$ cat config.mk
export PLATFORM = sky130hd
export DESIGN_NAME = lsu_ahb_swc_flat
export DESIGN_NICKNAME = d
export VERILOG_FILES = /design/src/rtl/lsu_ahb_swc_if.sv /design/src/rtl/lsu_ahb_swc.sv /design/src/flat_wrapper.sv
export SDC_FILE = /design/constraint.sdc
export NUM_CORES = 1
export LEC_CHECK = 0
export ABC_CLOCK_PERIOD_IN_PS = 2260
export BUFFER_PORTS_ARGS = -buffer_cell sky130_fd_sc_hd__buf_2
export CELL_PAD_IN_SITES_DETAIL_PLACEMENT = 1
export CELL_PAD_IN_SITES_GLOBAL_PLACEMENT = 1
export CORE_MARGIN = 1
export CORE_UTILIZATION = 33
export DETAILED_ROUTE_END_ITERATION = 16
export PLACE_DENSITY = 0.85
export SYNTH_ARGS = -nofsm -noshare
export SYNTH_HDL_FRONTEND = slang
export SYNTH_SLANG_ARGS = --single-unit
$ cat constraint.sdc
create_clock -name hclk -period 2.26 [get_ports hclk]
set_clock_uncertainty 0.1 [all_clocks]
set_input_delay 0.339 -clock hclk [delete_from_list [all_inputs] [get_ports hclk]]
set_output_delay 0.339 -clock hclk [all_outputs]
set_load 0.01 [all_outputs]
$ cat src/rtl/lsu_ahb_swc_if.sv
// AHB-Lite single-transfer bus bundle between the LSU (master) and the memory fabric (slave).
interface lsu_ahb_swc_if;
    logic [31:0] haddr;
    logic [1:0]  htrans;
    logic        hwrite;
    logic [2:0]  hsize;
    logic [31:0] hwdata;
    logic [31:0] hrdata;
    logic        hready;
    logic        hresp;

    modport master (
        output haddr, htrans, hwrite, hsize, hwdata,
        input  hrdata, hready, hresp
    );

    modport slave (
        input  haddr, htrans, hwrite, hsize, hwdata,
        output hrdata, hready, hresp
    );
endinterface

$ cat src/rtl/lsu_ahb_swc.sv
// Load/store unit: one single AHB-Lite transfer per exu request, load data aligned/extended and
// written back to the register file; lsu_stall holds the pipeline until the transfer retires.
module lsu_ahb_swc #(
    parameter int unsigned TIMEOUT_CYCLES = 256
) (
    input  logic        hclk,
    input  logic        hrstn,
    input  logic        exu_load_en,
    input  logic [4:0]  exu_load_rd,
    input  logic [31:0] exu_load_base_addr,
    input  logic [31:0] exu_load_offset,
    input  logic        exu_load_sext,
    input  logic [1:0]  exu_load_size,
    input  logic        exu_store_en,
    input  logic [31:0] exu_store_addr,
    input  logic [31:0] exu_store_data,
    input  logic [1:0]  exu_store_size,
    lsu_ahb_swc_if.master ahb,
    output logic [4:0]  lsu_reg_waddr,
    output logic [31:0] lsu_reg_wdata,
    output logic        lsu_reg_wen,
    output logic        lsu_stall,
    output logic        lsu_err
);

    localparam logic [1:0] ST_IDLE = 2'd0;
    localparam logic [1:0] ST_ADDR = 2'd1;
    localparam logic [1:0] ST_DATA = 2'd2;
    localparam logic [1:0] ST_DONE = 2'd3;

    localparam logic [1:0]  HTRANS_IDLE   = 2'b00;
    localparam logic [1:0]  HTRANS_NONSEQ = 2'b10;
    localparam logic        WDOG_EN       = (TIMEOUT_CYCLES != 0);
    localparam logic [15:0] WDOG_LAST     = 16'(TIMEOUT_CYCLES - 1);

    logic [1:0]  state_q, state_d;
    logic [31:0] addr_q, addr_d;
    logic [1:0]  size_q, size_d;
    logic        write_q, write_d;
    logic [4:0]  rd_q, rd_d;
    logic        sext_q, sext_d;
    logic [31:0] wdata_q, wdata_d;
    logic [31:0] rdata_q, rdata_d;
    logic        fault_q, fault_d;
    logic        coll_q, coll_d;
    logic [15:0] wdog_q, wdog_d;

    logic [31:0] load_addr;
    logic [31:0] req_addr;
    logic [1:0]  req_size;
    logic        req_any;
    logic        req_misalign;
    logic        wdog_hit;

    // Load wins over a simultaneous store; the dropped store is reported through lsu_err.
    assign load_addr = exu_load_base_addr + exu_load_offset;
    assign req_any   = exu_load_en | exu_store_en;
    assign req_addr  = exu_load_en ? load_addr : exu_store_addr;
    assign req_size  = exu_load_en ? exu_load_size : exu_store_size;

    always_comb begin
        req_misalign = 1'b0;
        case (req_size)
            2'd0:    req_misalign = 1'b0;
            2'd1:    req_misalign = req_addr[0];
            2'd2:    req_misalign = (req_addr[1:0] != 2'b00);
            default: req_misalign = 1'b1;
        endcase
    end

    assign wdog_hit = WDOG_EN && !ahb.hready && (wdog_q == WDOG_LAST);

    always_comb begin
        state_d = state_q;
        addr_d  = addr_q;
        size_d  = size_q;
        write_d = write_q;
        rd_d    = rd_q;
        sext_d  = sext_q;
        wdata_d = wdata_q;
        rdata_d = rdata_q;
        fault_d = fault_q;
        coll_d  = coll_q;
        wdog_d  = 16'd0;
        case (state_q)
            ST_IDLE: begin
                if (req_any) begin
                    addr_d  = req_addr;
                    size_d  = req_size;
                    write_d = ~exu_load_en;
                    rd_d    = exu_load_rd;
                    sext_d  = exu_load_sext;
                    wdata_d = exu_store_data;
                    coll_d  = exu_load_en & exu_store_en;
                    fault_d = req_misalign;
                    state_d = req_misalign ? ST_DONE : ST_ADDR;
                end
            end
            ST_ADDR: begin
                if (ahb.hready) begin
                    state_d = ST_DATA;
                end else if (wdog_hit) begin
                    fault_d = 1'b1;
                    state_d = ST_DONE;
                end else begin
                    wdog_d = wdog_q + 16'd1;
                end
            end
            ST_DATA: begin
                // Leave on the first cycle of an error response; its second cycle lands in DONE.
                if (ahb.hresp) begin
                    fault_d = 1'b1;
                    state_d = ST_DONE;
                end else if (ahb.hready) begin
                    rdata_d = ahb.hrdata;
                    state_d = ST_DONE;
                end else if (wdog_hit) begin
                    fault_d = 1'b1;
                    state_d = ST_DONE;
                end else begin
                    wdog_d = wdog_q + 16'd1;
                end
            end
            default: begin
                fault_d = 1'b0;
                coll_d  = 1'b0;
                state_d = ST_IDLE;
            end
        endcase
    end

    always_ff @(posedge hclk or negedge hrstn) begin
        if (!hrstn) begin
            state_q <= ST_IDLE;
            addr_q  <= '0;
            size_q  <= '0;
            write_q <= 1'b0;
            rd_q    <= '0;
            sext_q  <= 1'b0;
            wdata_q <= '0;
            rdata_q <= '0;
            fault_q <= 1'b0;
            coll_q  <= 1'b0;
            wdog_q  <= '0;
        end else begin
            state_q <= state_d;
            addr_q  <= addr_d;
            size_q  <= size_d;
            write_q <= write_d;
            rd_q    <= rd_d;
            sext_q  <= sext_d;
            wdata_q <= wdata_d;
            rdata_q <= rdata_d;
            fault_q <= fault_d;
            coll_q  <= coll_d;
            wdog_q  <= wdog_d;
        end
    end

    logic [7:0]  load_byte;
    logic [15:0] load_half;
    logic [31:0] load_ext;
    logic [31:0] store_lanes;

    assign load_byte = rdata_q[{addr_q[1:0], 3'b000} +: 8];
    assign load_half = rdata_q[{addr_q[1], 4'b0000} +: 16];

    always_comb begin
        load_ext    = rdata_q;
        store_lanes = wdata_q;
        case (size_q)
            2'd0: begin
                load_ext    = {{24{sext_q & load_byte[7]}}, load_byte};
                store_lanes = {4{wdata_q[7:0]}};
            end
            2'd1: begin
                load_ext    = {{16{sext_q & load_half[15]}}, load_half};
                store_lanes = {2{wdata_q[15:0]}};
            end
            default: begin
                load_ext    = rdata_q;
                store_lanes = wdata_q;
            end
        endcase
    end

    assign ahb.htrans = (state_q == ST_ADDR) ? HTRANS_NONSEQ : HTRANS_IDLE;
    assign ahb.haddr  = (state_q == ST_ADDR) ? addr_q : 32'd0;
    assign ahb.hwrite = (state_q == ST_ADDR) & write_q;
    assign ahb.hsize  = (state_q == ST_ADDR) ? {1'b0, size_q} : 3'd0;
    assign ahb.hwdata = ((state_q == ST_DATA) & write_q) ? store_lanes : 32'd0;

    assign lsu_reg_wen   = (state_q == ST_DONE) & ~fault_q & ~write_q & (rd_q != 5'd0);
    assign lsu_reg_waddr = lsu_reg_wen ? rd_q : 5'd0;
    assign lsu_reg_wdata = lsu_reg_wen ? load_ext : 32'd0;
    assign lsu_err       = (state_q == ST_DONE) & (fault_q | coll_q);
    assign lsu_stall     = ((state_q == ST_IDLE) & req_any)
                         | (state_q == ST_ADDR) | (state_q == ST_DATA);

endmodule

$ cat src/flat_wrapper.sv
// flat-port wrapper written by rule: the top's interface ports become plain ports
module lsu_ahb_swc_flat 
#(
    parameter int unsigned TIMEOUT_CYCLES = 256
)
  (hclk, hrstn, exu_load_en, exu_load_rd, exu_load_base_addr, exu_load_offset, exu_load_sext, exu_load_size, exu_store_en, exu_store_addr, exu_store_data, exu_store_size, lsu_reg_waddr, lsu_reg_wdata, lsu_reg_wen, lsu_stall, lsu_err, ahb_haddr, ahb_htrans, ahb_hwrite, ahb_hsize, ahb_hwdata, ahb_hrdata, ahb_hready, ahb_hresp);
  lsu_ahb_swc_if ahb_i ();
  input  logic hclk;
  input  logic hrstn;
  input  logic exu_load_en;
  input  logic [4:0] exu_load_rd;
  input  logic [31:0] exu_load_base_addr;
  input  logic [31:0] exu_load_offset;
  input  logic exu_load_sext;
  input  logic [1:0] exu_load_size;
  input  logic exu_store_en;
  input  logic [31:0] exu_store_addr;
  input  logic [31:0] exu_store_data;
  input  logic [1:0] exu_store_size;
  output logic [4:0] lsu_reg_waddr;
  output logic [31:0] lsu_reg_wdata;
  output logic lsu_reg_wen;
  output logic lsu_stall;
  output logic lsu_err;
  output wire logic [$bits(ahb_i.haddr)-1:0] ahb_haddr;
  output wire logic [$bits(ahb_i.htrans)-1:0] ahb_htrans;
  output wire logic [$bits(ahb_i.hwrite)-1:0] ahb_hwrite;
  output wire logic [$bits(ahb_i.hsize)-1:0] ahb_hsize;
  output wire logic [$bits(ahb_i.hwdata)-1:0] ahb_hwdata;
  input wire logic [$bits(ahb_i.hrdata)-1:0] ahb_hrdata;
  input wire logic [$bits(ahb_i.hready)-1:0] ahb_hready;
  input wire logic [$bits(ahb_i.hresp)-1:0] ahb_hresp;
  assign ahb_haddr = ahb_i.haddr;
  assign ahb_htrans = ahb_i.htrans;
  assign ahb_hwrite = ahb_i.hwrite;
  assign ahb_hsize = ahb_i.hsize;
  assign ahb_hwdata = ahb_i.hwdata;
  assign ahb_i.hrdata = ahb_hrdata;
  assign ahb_i.hready = ahb_hready;
  assign ahb_i.hresp = ahb_hresp;
  lsu_ahb_swc #(.TIMEOUT_CYCLES(TIMEOUT_CYCLES)) u_core (.hclk(hclk), .hrstn(hrstn), .exu_load_en(exu_load_en), .exu_load_rd(exu_load_rd), .exu_load_base_addr(exu_load_base_addr), .exu_load_offset(exu_load_offset), .exu_load_sext(exu_load_sext), .exu_load_size(exu_load_size), .exu_store_en(exu_store_en), .exu_store_addr(exu_store_addr), .exu_store_data(exu_store_data), .exu_store_size(exu_store_size), .ahb(ahb_i), .lsu_reg_waddr(lsu_reg_waddr), .lsu_reg_wdata(lsu_reg_wdata), .lsu_reg_wen(lsu_reg_wen), .lsu_stall(lsu_stall), .lsu_err(lsu_err));
endmodule
==> results of run 1 <==
-- per-layer routing --
| layer | share of wire [%] | track usage, % | wire [µm] | vias to the layer above |
|---|---|---|---|---|
| li1 | - | - | - | 4316 |
| met1 | 41 | 31.8 | 14300 | 4577 |
| met2 | 51 | 45.8 | 18000 | 374 |
| met3 | 5.5 | 4.57 | 1950 | 68 |
| met4 | 2.6 | 9.31 | 902 | 4 |
| met5 | 0.077 | 0 | 27 | - |
-- cell type report --
class	instances	area, µm²	area share, %
inverters	44	170	1.38
well taps	330	413	3.34
multi-input cells	788	5310	42.9
repair buffers	425	2750	22.2
clock inverters	14	169	1.37
flip-flops and latches	125	3130	25.3
clock buffers	18	429	3.47
-- synthesized netlist by cell type (2+ instances only) --
master,count
o21bai_1,5
a211o_1,2
a21oi_1,99
nand4_1,7
a21o_1,9
and2_1,40
a211oi_1,7
or2_2,3
buf_1,6
xor2_1,25
o22ai_1,13
nor3b_1,4
a221oi_1,9
inv_1,44
xnor2_1,16
o22a_1,10
nor3_1,5
dfrtp_1,125
a22oi_1,2
ha_1,36
buf_4,4
or4_1,3
o221ai_1,4
nor2_1,80
nand2b_1,7
clkbuf_1,53
or3_1,7
a32oi_1,3
nand3_1,16
o21a_1,5
nor4_1,4
a31oi_1,5
o211ai_1,3
nand2_1,196
and3_1,15
mux2i_1,20
a222oi_1,7
a21boi_0,2
mux2_2,33
nand3b_1,2
a41oi_1,2
o21ai_0,54
-- worst max path at each step --
stage	slack (ns)	depth (start not counted)	startpoint	endpoint
floorplan	-0.15	10	exu_load_offset[7]	u_core.addr_q[30]$_DFFE_PN0P_
finish	-0.49	7	u_core.addr_q[1]$_DFFE_PN0P_	lsu_reg_wdata[6]
detailed placement	-0.49	10	exu_load_base_addr[6]	u_core.addr_q[30]$_DFFE_PN0P_
global placement	-0.39	12	exu_load_base_addr[0]	u_core.addr_q[30]$_DFFE_PN0P_
global route	-0.51	7	u_core.addr_q[1]$_DFFE_PN0P_	lsu_reg_wdata[6]
CTS	-0.29	7	u_core.rd_q[0]$_DFFE_PN0P_	lsu_reg_wdata[16]
-- repair_timing --
action,4_1_cts,5_1_grt
hold buffers,1,0
pin swaps,3,24
setup endpoints to repair,88,69
endpoints found under the hold margin,44,0
cloned,1,0
buffers inserted,12,13
resized for setup,47,63
-- per-stage QoR --
| step | util (%) | power, µW | area [µm²] |
|---|---|---|---|
| global placement | 44.2 | 10200 | 11100 |
| finish | 49.3 | 14400 | 12400 |
| CTS | 47.8 | 13800 | 12000 |
| global route | 49.3 | 15200 | 12400 |
| detailed placement | 44.2 | 10500 | 11100 |
| floorplan | - | 7640 | 8570 |
-- worst reg2reg max path: cells and delay by family (launching register included) --
kind                     cells  cell delay (ns)
multiplexers                 1             0.26
flip-flops                   1             0.41
AO/OA/AOI/OAI                3             0.38
adder cells (fa/ha/maj)      1             0.25
AND/OR/NAND/NOR              4             0.62
-- logic make-up (layout without fill, tap and decap cells) --
kind of cell / count (synthesis) / after routing
buffers and inverters: 108 / 501
AND/OR/NAND/NOR: 395 / 395
multiplexers: 54 / 54
other: 1 / 2
flip-flops: 125 / 125
AO/OA/AOI/OAI: 259 / 259
adder cells (fa/ha/maj): 37 / 37
XOR/XNOR: 41 / 41
-- cells in the final DEF, fill, tap and decap left out, drive strengths merged, types with 33 or more instances in the layout --
cell type	synthesis	layout
buf	11	424
nand2	196	196
dfrtp	125	125
a21oi	99	99
nor2	80	80
o21ai	56	56
inv	44	45
and2	41	41
ha	36	36
mux2	33	33
-- flip-flops by register name, indices dropped and copies added (netlist names) --
register / cells
u_core.addr_q: 32
u_core.rdata_q: 32
u_core.wdata_q: 32
u_core.wdog_q: 16
u_core.rd_q: 5
u_core.size_q: 2
u_core.state_q: 2
u_core.coll_q: 1
u_core.fault_q: 1
u_core.sext_q: 1
u_core.write_q: 1
-- report_power, final --
group	switching, µW	total [µW]	leakage, µW	internal [µW]
registers	867	4100	0.00153	3230
clock network	1110	2840	0.000278	1740
logic	4200	7460	0.00429	3250
total	6170	14400	0.00610	8220
==> flow_summary.json, run 1 <==
{
  "die_h_um": 162,
  "drcViolationCount": 0,
  "synth-edff-count": 0,
  "grt_usage_pct": 26.1,
  "clk_pin_slew_ns": 0.06,
  "fmax_ghz": 0.364,
  "final_max_slew_viol_count": 0,
  "synth_top_cell_area_share_pct": 37.1,
  "finalHoldViolCount": 0,
  "areaGrowthSynthToFinish_pct": 46.6,
  "netlist_instances": 1020,
  "cts.sinks": 125,
  "critPathSlowestCell": "a222oi_1",
  "hpwl_um": 26000,
  "critPathCaptureType": "output pin",
  "min_to": "u_core.wdata_q[17]$_DFFE_PN0P_",
  "arrival_ns": 2.31,
  "rr_endpoint": "u_core.fault_q$_DFFE_PN0P_",
  "hold_depth": 3,
  "start_kind": "flip-flop",
  "cts.path.max_buffers": 2,
  "critPathMaxFanout": 13,
  "netlist_area_um2": 8440,
  "yosys_warnings": 0,
  "antenna_found_initial": 2,
  "io_buffers": 283,
  "dp_cells": 1686,
  "dieArea_um2": 26200,
  "violations": "setup timing",
  "critPathKind": "flip-flop to output pin",
  "grt_pass1_vias": 9916,
  "synth_area_per_cell_um2": 8.27,
  "yosysTopAreaCell": "dfrtp_1",
  "yosysSeqAreaShare_pct": 37.1,
  "ant_nets": 0,
  "numCtsBuffers": 17,
  "routed_wl_um": 35200,
  "synthTopCellsByArea": "dfrtp_1, nand2_1, a21oi_1, ha_1, mux2_2",
  "crit_family": "compound AO/OA/AOI/OAI gates",
  "synth_fa_ha_area_share_pct": 5.58,
  "gp_congestion": 0.959,
  "min_period_over_period_pct": 122,
  "htree_levels": 4,
  "max_stage_delay_ns": 0.68,
  "die_w_um": 162,
  "antenna_cells": 0,
  "rows": 58,
  "fin_cells": 1744,
  "crit_chain": "buf_6 > buf_6 > nand2_1 > o21ai_0 > a222oi_1 > nor2_4 > buf_6",
  "pre_cts_ws_ns": -0.488,
  "synth_top_family_by_area": "simple AND/OR/NAND/NOR gates",
  "cpMostUsedCell": "buf_6",
  "vias_per_cell": 5.35,
  "synth_xor_area_share_pct": 4.26,
  "tns_ns": -9.12,
  "core-area_um2": 25100,
  "synthArstFlopShare_pct": 100,
  "finalSetupViolCount": 36,
  "initial_core_util_pct": 33.6,
  "nets": 1614,
  "cp.buffers_inverters": 3,
  "r2r_slack_ns": 0.11,
  "vias": 9339,
  "tightest_slew_ns": 0.734,
  "crit_required_ns": 1.82,
  "cap_violations": 0,
  "status": "complete, but fails checks",
  "dr.first_iter.drc_count": 721,
  "fin_ws_ns": -0.490,
  "synth.mux.area_fraction_pct": 7.04,
  "nFillCells": 3057,
  "relSlewSlack_pct": 51.1,
  "ir_worst_vdd_mv": 0.555,
  "powerDensity_nw_per_um2": 1160,
  "power.leakage_uw": 0.00610,
  "synth_cell_types": 70,
  "cts_tree": "done",
  "synth-compound-area-share_pct": 19.8,
  "wl_per_cell_um": 20.2,
  "worst_r2r_path_depth": 9,
  "yosys.area_share.simple_pct": 21.1,
  "grt_pass1_wl_um": 53200,
  "grt_max_degree": 51,
  "clk-insertion-delay-late_ns": 0.41,
  "rsz0062_at_grt": "yes",
  "firstDrtPassIters": 5,
  "grt_remaining_overflow": 0,
  "hold_path.startpoint": "exu_store_data[17]",
  "drive_above_1_share_pct": 40.1,
  "dominantRegCellSynth": "dfrtp_1",
  "period_minus_slack_ns": 2.75,
  "hp-class": "input port to flip-flop",
  "whs_ns": 0.0161,
  "r2r-start": "u_core.wdog_q[0]$_DFF_PN0_",
  "synth-seq-cells": 125,
  "root_buffer": "clkbuf_16",
  "boundaryPins": 286
}
No activity file was read; power rests on OpenSTA's default activity.
==> run 2, diff against run 1 <==
--- a/config.mk
+++ b/config.mk
@@ -6,13 +6,14 @@
 export NUM_CORES = 1
 export LEC_CHECK = 0
 export ABC_CLOCK_PERIOD_IN_PS = 2260
-export BUFFER_PORTS_ARGS = -buffer_cell sky130_fd_sc_hd__buf_2
 export CELL_PAD_IN_SITES_DETAIL_PLACEMENT = 1
 export CELL_PAD_IN_SITES_GLOBAL_PLACEMENT = 1
 export CORE_MARGIN = 1
-export CORE_UTILIZATION = 33
+export CORE_UTILIZATION = 35
 export DETAILED_ROUTE_END_ITERATION = 16
-export PLACE_DENSITY = 0.85
+export DONT_BUFFER_PORTS = 1
+export GPL_TIMING_DRIVEN = 1
+export PLACE_DENSITY = 0.74
 export SYNTH_ARGS = -nofsm -noshare
 export SYNTH_HDL_FRONTEND = slang
 export SYNTH_SLANG_ARGS = --single-unit
==> run 2 against run 1 <==
  * The flow finishes with violations (hold timing, setup timing)
  * Register-to-register slack improved by 0.03 ns
  * Global-route usage rose by 0.89 points
  * Sequential cell count did not move
  * Sequential share of layout area is 2.2 points higher
  * Critical path depth fell by 2
  * Critical endpoint is now lsu_reg_wdata[25]
==> flow_summary.json, run 2 (synthesis gave the netlist of run 1 again) <==
{
  "critPathMaxFanout": 8,
  "ant_nets": 0,
  "clk_pin_slew_ns": 0.07,
  "crit_required_ns": 1.82,
  "min_period_over_period_pct": 117,
  "vias": 8574,
  "final_common_cell": "nand2_1",
  "power_uw": 14100,
  "power_frac_seq_pct": 29.8,
  "cap_violations": 0,
  "firstDrtPassIters": 6,
  "violations": "hold timing, setup timing",
  "hpwl_um": 22600,
  "initial_core_util_pct": 35.8,
  "grt_usage_pct": 26.9,
  "power.leakage_uw": 0.00505,
  "fmax_ghz": 0.378,
  "critPathSlowestCell": "or4_4",
  "fin_cells": 1508,
  "whs_ns": -0.496,
  "ir_worst_vdd_mv": 0.504,
  "cts_tree": "done",
  "areaGrowthSynthToFinish_pct": 35.1,
  "pre_cts_ws_ns": -0.316,
  "seq_area_um2": 3130,
  "drcViolationCount": 0,
  "dieArea_um2": 24700,
  "crit_chain": "or4_4 > o211ai_4 > inv_4 > o21ai_4 > a21oi_1",
  "reg.largest.list": "u_core.addr_q (32), u_core.rdata_q (32), u_core.wdata_q (32)",
  "vias_per_cell": 5.69,
  "start_kind": "flip-flop",
  "p_comb_share_pct": 48.0,
  "rows": 56,
  "grt_remaining_overflow": 0,
  "numCtsBuffers": 17,
  "cp.buffers_inverters": 1,
  "routed_wl_um": 34600,
  "fin_ws_ns": -0.384,
  "multi_input_area_um2": 5260,
  "io_buffers": 0,
  "rr_endpoint": "u_core.fault_q$_DFFE_PN0P_",
  "final_max_slew_viol_count": 0,
  "dr_wl_met3_um": 2470,
  "critPathKind": "flip-flop to output pin",
  "cts.path.max_buffers": 2,
  "root_buffer": "clkbuf_16",
  "grt_pass1_wl_um": 50700,
  "p_switching_uw": 6100,
  "boundaryPins": 286,
  "top_layer_used": "met5",
  "final_cell_mix": "nand2_1, dfrtp_1, buf_4",
  "dp_cells": 1392,
  "cp-startpoint": "u_core.rd_q[0]$_DFFE_PN0P_",
  "r2r-start": "u_core.wdog_q[0]$_DFF_PN0_",
  "cts.sinks": 125,
  "die_h_um": 157,
  "period_minus_slack_ns": 2.64,
  "finalSetupViolCount": 42,
  "gp_congestion": 0.864,
  "antenna_found_initial": 4,
  "internal-power_uw": 7990,
  "die_w_um": 157,
  "rsz0062_at_grt": "yes",
  "wl_per_cell_um": 22.9,
  "nFillCells": 2740,
  "nets": 1387,
  "dr.first_iter.drc_count": 601,
  "status": "complete, but fails checks",
  "clk-insertion-delay-late_ns": 0.42,
  "crit_family": "compound AO/OA/AOI/OAI gates",
  "wl_met2_um": 17800,
  "critPathCaptureType": "output pin",
  "grt_max_degree": 126,
  "grt_pass1_vias": 9109,
  "arrival_ns": 2.20,
  "ctsHoldBuffers": 76,
  "p_sw_share_pct": 43.3,
  "core-area_um2": 23500,
  "htree_levels": 4,
  "clkPwrFrac_pct": 22.2,
  "drive_above_1_share_pct": 22.2,
  "powerDensity_nw_per_um2": 1240,
  "r2r_slack_ns": 0.14,
  "finalHoldViolCount": 125,
  "max_stage_delay_ns": 0.57,
  "hp-class": "input port to async pin",
  "wirelength_met1_um": 13500,
  "worst_r2r_path_depth": 9
}
## run 2: worst reg2reg max path, stage by stage (launching register included)
cell,delay [ns]
dfrtp_1,0.41
ha_1,0.24
nand3_2,0.08
nor2_1,0.07
and3_1,0.22
and3_2,0.23
o21a_1,0.17
o32ai_1,0.11
a21oi_1,0.10
mux2_2,0.26
## run 2: how the worst max path moves through the flow
stage	endpoint	slack, ns	cells after the start
after global placement	u_core.addr_q[30]$_DFFE_PN0P_	-0.29	11
final	lsu_reg_wdata[25]	-0.38	5
after detailed placement	u_core.addr_q[30]$_DFFE_PN0P_	-0.32	11
after floorplan	u_core.addr_q[30]$_DFFE_PN0P_	-0.15	10
after CTS	lsu_reg_wdata[8]	-0.27	5
after global routing	lsu_reg_wdata[28]	-0.41	5
## run 2: area by class of cell
class | count | share of cell area [%]
diodes | 2 | 0.0439
clock buffers | 18 | 3.76
clock inverters | 14 | 2.03
inverters | 44 | 1.47
multi-input cells | 789 | 46.2
flip-flops and latches | 125 | 27.5
well taps | 319 | 3.50
repair buffers | 197 | 15.5
## run 2: timing repair
item	4_1_cts	5_1_grt
endpoints found under the hold margin	201	125
setup buffers	3	1
gates cloned	1	1
resized for setup	38	32
endpoints found under the setup margin	86	73
pin swaps	4	1
## run 2: per-stage QoR
stage	utilization [%]	cell area, µm²	setup TNS (ns)	hold WS [ns]
finish	48.4	11400	-10.94	-0.496
detailed placement	40.9	9630	-3.00	-0.0524
global route	48.4	11400	-12.34	-0.516
floorplan	-	8570	-0.195	-0.0566
CTS	47.7	11200	-6.53	-0.516
global placement	40.9	9630	-2.18	-0.0530
## run 2: layer usage
layer | GRT usage, % | up-vias
met4 | 8.83 | 4
met5 | 0 | -
met2 | 49.7 | 356
met1 | 30.1 | 4299
met3 | 6.47 | 56
li1 | - | 3859
## run 2: power by group through the flow
stage | registers (µW) | clock network [µW] | logic (µW)
after floorplan | 3730 | 0 | 3910
after global placement | 3980 | 0 | 5580
after detailed placement | 4040 | 0 | 5760
after CTS | 4030 | 3180 | 6210
after global routing | 4260 | 3260 | 7250
final | 4190 | 3130 | 6760
==> run 3, diff against run 2 <==
--- a/config.mk
+++ b/config.mk
@@ -8,8 +8,10 @@
 export ABC_CLOCK_PERIOD_IN_PS = 2260
 export CELL_PAD_IN_SITES_DETAIL_PLACEMENT = 1
 export CELL_PAD_IN_SITES_GLOBAL_PLACEMENT = 1
+export CORE_ASPECT_RATIO = 1.25
 export CORE_MARGIN = 1
 export CORE_UTILIZATION = 35
+export CTS_CLUSTER_SIZE = 16
 export DETAILED_ROUTE_END_ITERATION = 16
 export DONT_BUFFER_PORTS = 1
 export GPL_TIMING_DRIVEN = 1
==> run 3 against run 2 <==
  * Wire length decreased by 1.2%
  * The flow still finishes with violations (hold timing, setup timing)
  * Final cell count increased by 0.53%
  * Register-to-register slack got worse by 0.02 ns
  * Hold slack improved by 0.021 ns
  * Sequential cell count unchanged
  * Largest cell class unchanged
  * Count of clock-buffer cells in the layout increased by 3
  * Setup slack improved by 0.14 ns
  * Fmax increased by 5.7%
  * Sequential share of layout area decreased by 0.11 points
  * Largest power group unchanged
  * Global-route usage decreased by 0.10 points
  * Critical endpoint is now lsu_reg_wdata[23]
==> flow_summary.json, run 3 (synthesis gave the netlist of run 1 again) <==
{
  "fin_cells": 1516,
  "fin_ws_ns": -0.242,
  "p_sw_share_pct": 44.3,
  "seq_area_um2": 3130,
  "grt_remaining_overflow": 0,
  "place_area_um2": 9610,
  "dr.first_iter.drc_count": 389,
  "initial_core_util_pct": 35.6,
  "grt_pass1_wl_um": 51000,
  "cts_tree": "done",
  "cts.sinks": 125,
  "dp_cells": 1393,
  "met1_usage_pct": 27.9,
  "reg.largest.list": "u_core.addr_q (32), u_core.rdata_q (32), u_core.wdata_q (32)",
  "min_period_over_period_pct": 111,
  "groute.layer.met3.usage_pct": 6.13,
  "gp_congestion": 0.874,
  "hp-class": "input port to async pin",
  "ant_nets": 0,
  "critPathCaptureType": "output pin",
  "drive_above_1_share_pct": 23.4,
  "start_kind": "flip-flop",
  "final_max_slew_viol_count": 0,
  "drcViolationCount": 0,
  "routed_wl_um": 34200,
  "antenna_found_initial": 1,
  "grt-busiest-layer": "met2",
  "boundaryPins": 286,
  "critPathMaxFanout": 8,
  "rows": 63,
  "numCtsBuffers": 17,
  "p_switching_uw": 6060,
  "nets": 1390,
  "grt_usage_pct": 26.8,
  "r2r-start": "u_core.wdog_q[0]$_DFF_PN0_",
  "hpwl_um": 22600,
  "vias": 8523,
  "areaGrowthSynthToFinish_pct": 35.6,
  "multi_input_area_um2": 5340,
  "r2r_slack_ns": 0.12,
  "clk_pin_slew_ns": 0.06,
  "critPathSlowestCell": "mux4_2",
  "ctsHoldBuffers": 76,
  "die_w_um": 141,
  "cts.path.max_buffers": 2,
  "power.leakage_uw": 0.00505,
  "power_frac_seq_pct": 30.2,
  "tightest_slew_ns": 0.540,
  "fmax_ghz": 0.400,
  "use_met2_pct": 50.6,
  "powerDensity_nw_per_um2": 1190,
  "cp-startpoint": "u_core.addr_q[1]$_DFFE_PN0P_",
  "cp.buffers_inverters": 1,
  "nFillCells": 2718,
  "worst_r2r_path_depth": 9,
  "final_common_cell": "nand2_1",
  "grt_max_degree": 126,
  "io_buffers": 0,
  "die_h_um": 176,
  "crit_required_ns": 1.82,
  "period_minus_slack_ns": 2.50,
  "critPathKind": "flip-flop to output pin",
  "rsz0062_at_grt": "yes",
  "root_buffer": "clkbuf_16",
  "vias_per_cell": 5.62,
  "grt_pass1_vias": 9273,
  "final_util_pct": 48.2,
  "power_uw": 13700,
  "clkPwrFrac_pct": 20.2,
  "rr_endpoint": "u_core.fault_q$_DFFE_PN0P_",
  "relSlewSlack_pct": 64.0,
  "firstDrtPassIters": 5,
  "internal-power_uw": 7620,
  "htree_levels": 4,
  "dieArea_um2": 24700,
  "core-area_um2": 23700,
  "ir_worst_vdd_mv": 0.506,
  "stdcell_area_um2": 11400,
  "max_stage_delay_ns": 0.57,
  "crit_family": "multiplexers",
  "whs_ns": -0.476,
  "status": "complete, but fails checks",
  "wl_per_cell_um": 22.5,
  "clk-insertion-delay-late_ns": 0.41,
  "finalSetupViolCount": 36,
  "violations": "hold timing, setup timing",
  "crit_chain": "mux4_2 > nand2_2 > a21boi_2 > o21ai_4 > clkbuf_16 > a21oi_2",
  "p_comb_share_pct": 49.6,
  "finalHoldViolCount": 125,
  "final_cell_mix": "nand2_1, dfrtp_1, buf_4",
  "arrival_ns": 2.06,
  "cap_violations": 0
}
==> run 3: changes by cell type in the layout (fill, tap and decap cells not counted), moves of 3 or more <==
cell	before	now
a221oi_1	7	3
buf_4	108	112
a21oi_1	87	77
a21oi_4	0	5
bufinv_16	5	1
a21oi_2	12	17
clkbuf_8	0	4
o21ai_1	1	4
o21ai_0	51	48
mux2i_1	17	20
==> run 3: cell type report <==
type	count	area share, %
Clock inverter	11	0.940
Tap cell	325	3.55
Clock buffer	21	4.20
Sequential cell	125	27.4
Timing Repair Buffer	201	15.8
Multi-Input combinational cell	788	46.6
Inverter	44	1.47
Antenna cell	1	0.0219
==> run 3: how the worst max path moves through the flow <==
| stage | slack, ns | cells after the start | end |
|---|---|---|---|
| after floorplan | -0.15 | 10 | u_core.addr_q[30]$_DFFE_PN0P_ |
| after global placement | -0.35 | 11 | u_core.addr_q[30]$_DFFE_PN0P_ |
| after detailed placement | -0.37 | 11 | u_core.addr_q[30]$_DFFE_PN0P_ |
| after CTS | -0.22 | 6 | lsu_reg_wdata[26] |
| after global routing | -0.31 | 6 | lsu_reg_wdata[23] |
| final | -0.24 | 6 | lsu_reg_wdata[23] |
==> run 3: what timing repair did <==
action / CTS / global route
endpoints found under the hold margin: 202 / 125
setup buffers: 8 / 5
pin swaps: 6 / 5
gates cloned: 0 / 1
setup endpoints to repair: 66 / 59
resized for setup: 49 / 36
==> run 3: stage by stage <==
stage                     TNS [ns]  worst slack, ns
after global placement       -3.83           -0.346
after global routing         -8.66           -0.307
after floorplan             -0.195           -0.152
after detailed placement     -4.83           -0.372
final                        -6.27           -0.242
after CTS                    -5.93           -0.217
==> run 3: power groups by stage <==
stage / combinational, µW / sequential [µW] / clock [µW]
after floorplan: 3910 / 3730 / 0
after global placement: 5530 / 3980 / 0
after detailed placement: 5720 / 4040 / 0
after CTS: 6240 / 4020 / 2800
after global routing: 7310 / 4210 / 2900
final: 6790 / 4130 / 2760
==> run 3: routing by layer <==
| layer | part of all wire, % | vias up |
|---|---|---|
| met3 | 6.5 | 90 |
| met5 | 0 | - |
| met2 | 53 | 343 |
| li1 | - | 3874 |
| met4 | 4.0 | 0 |
| met1 | 37 | 4216 |
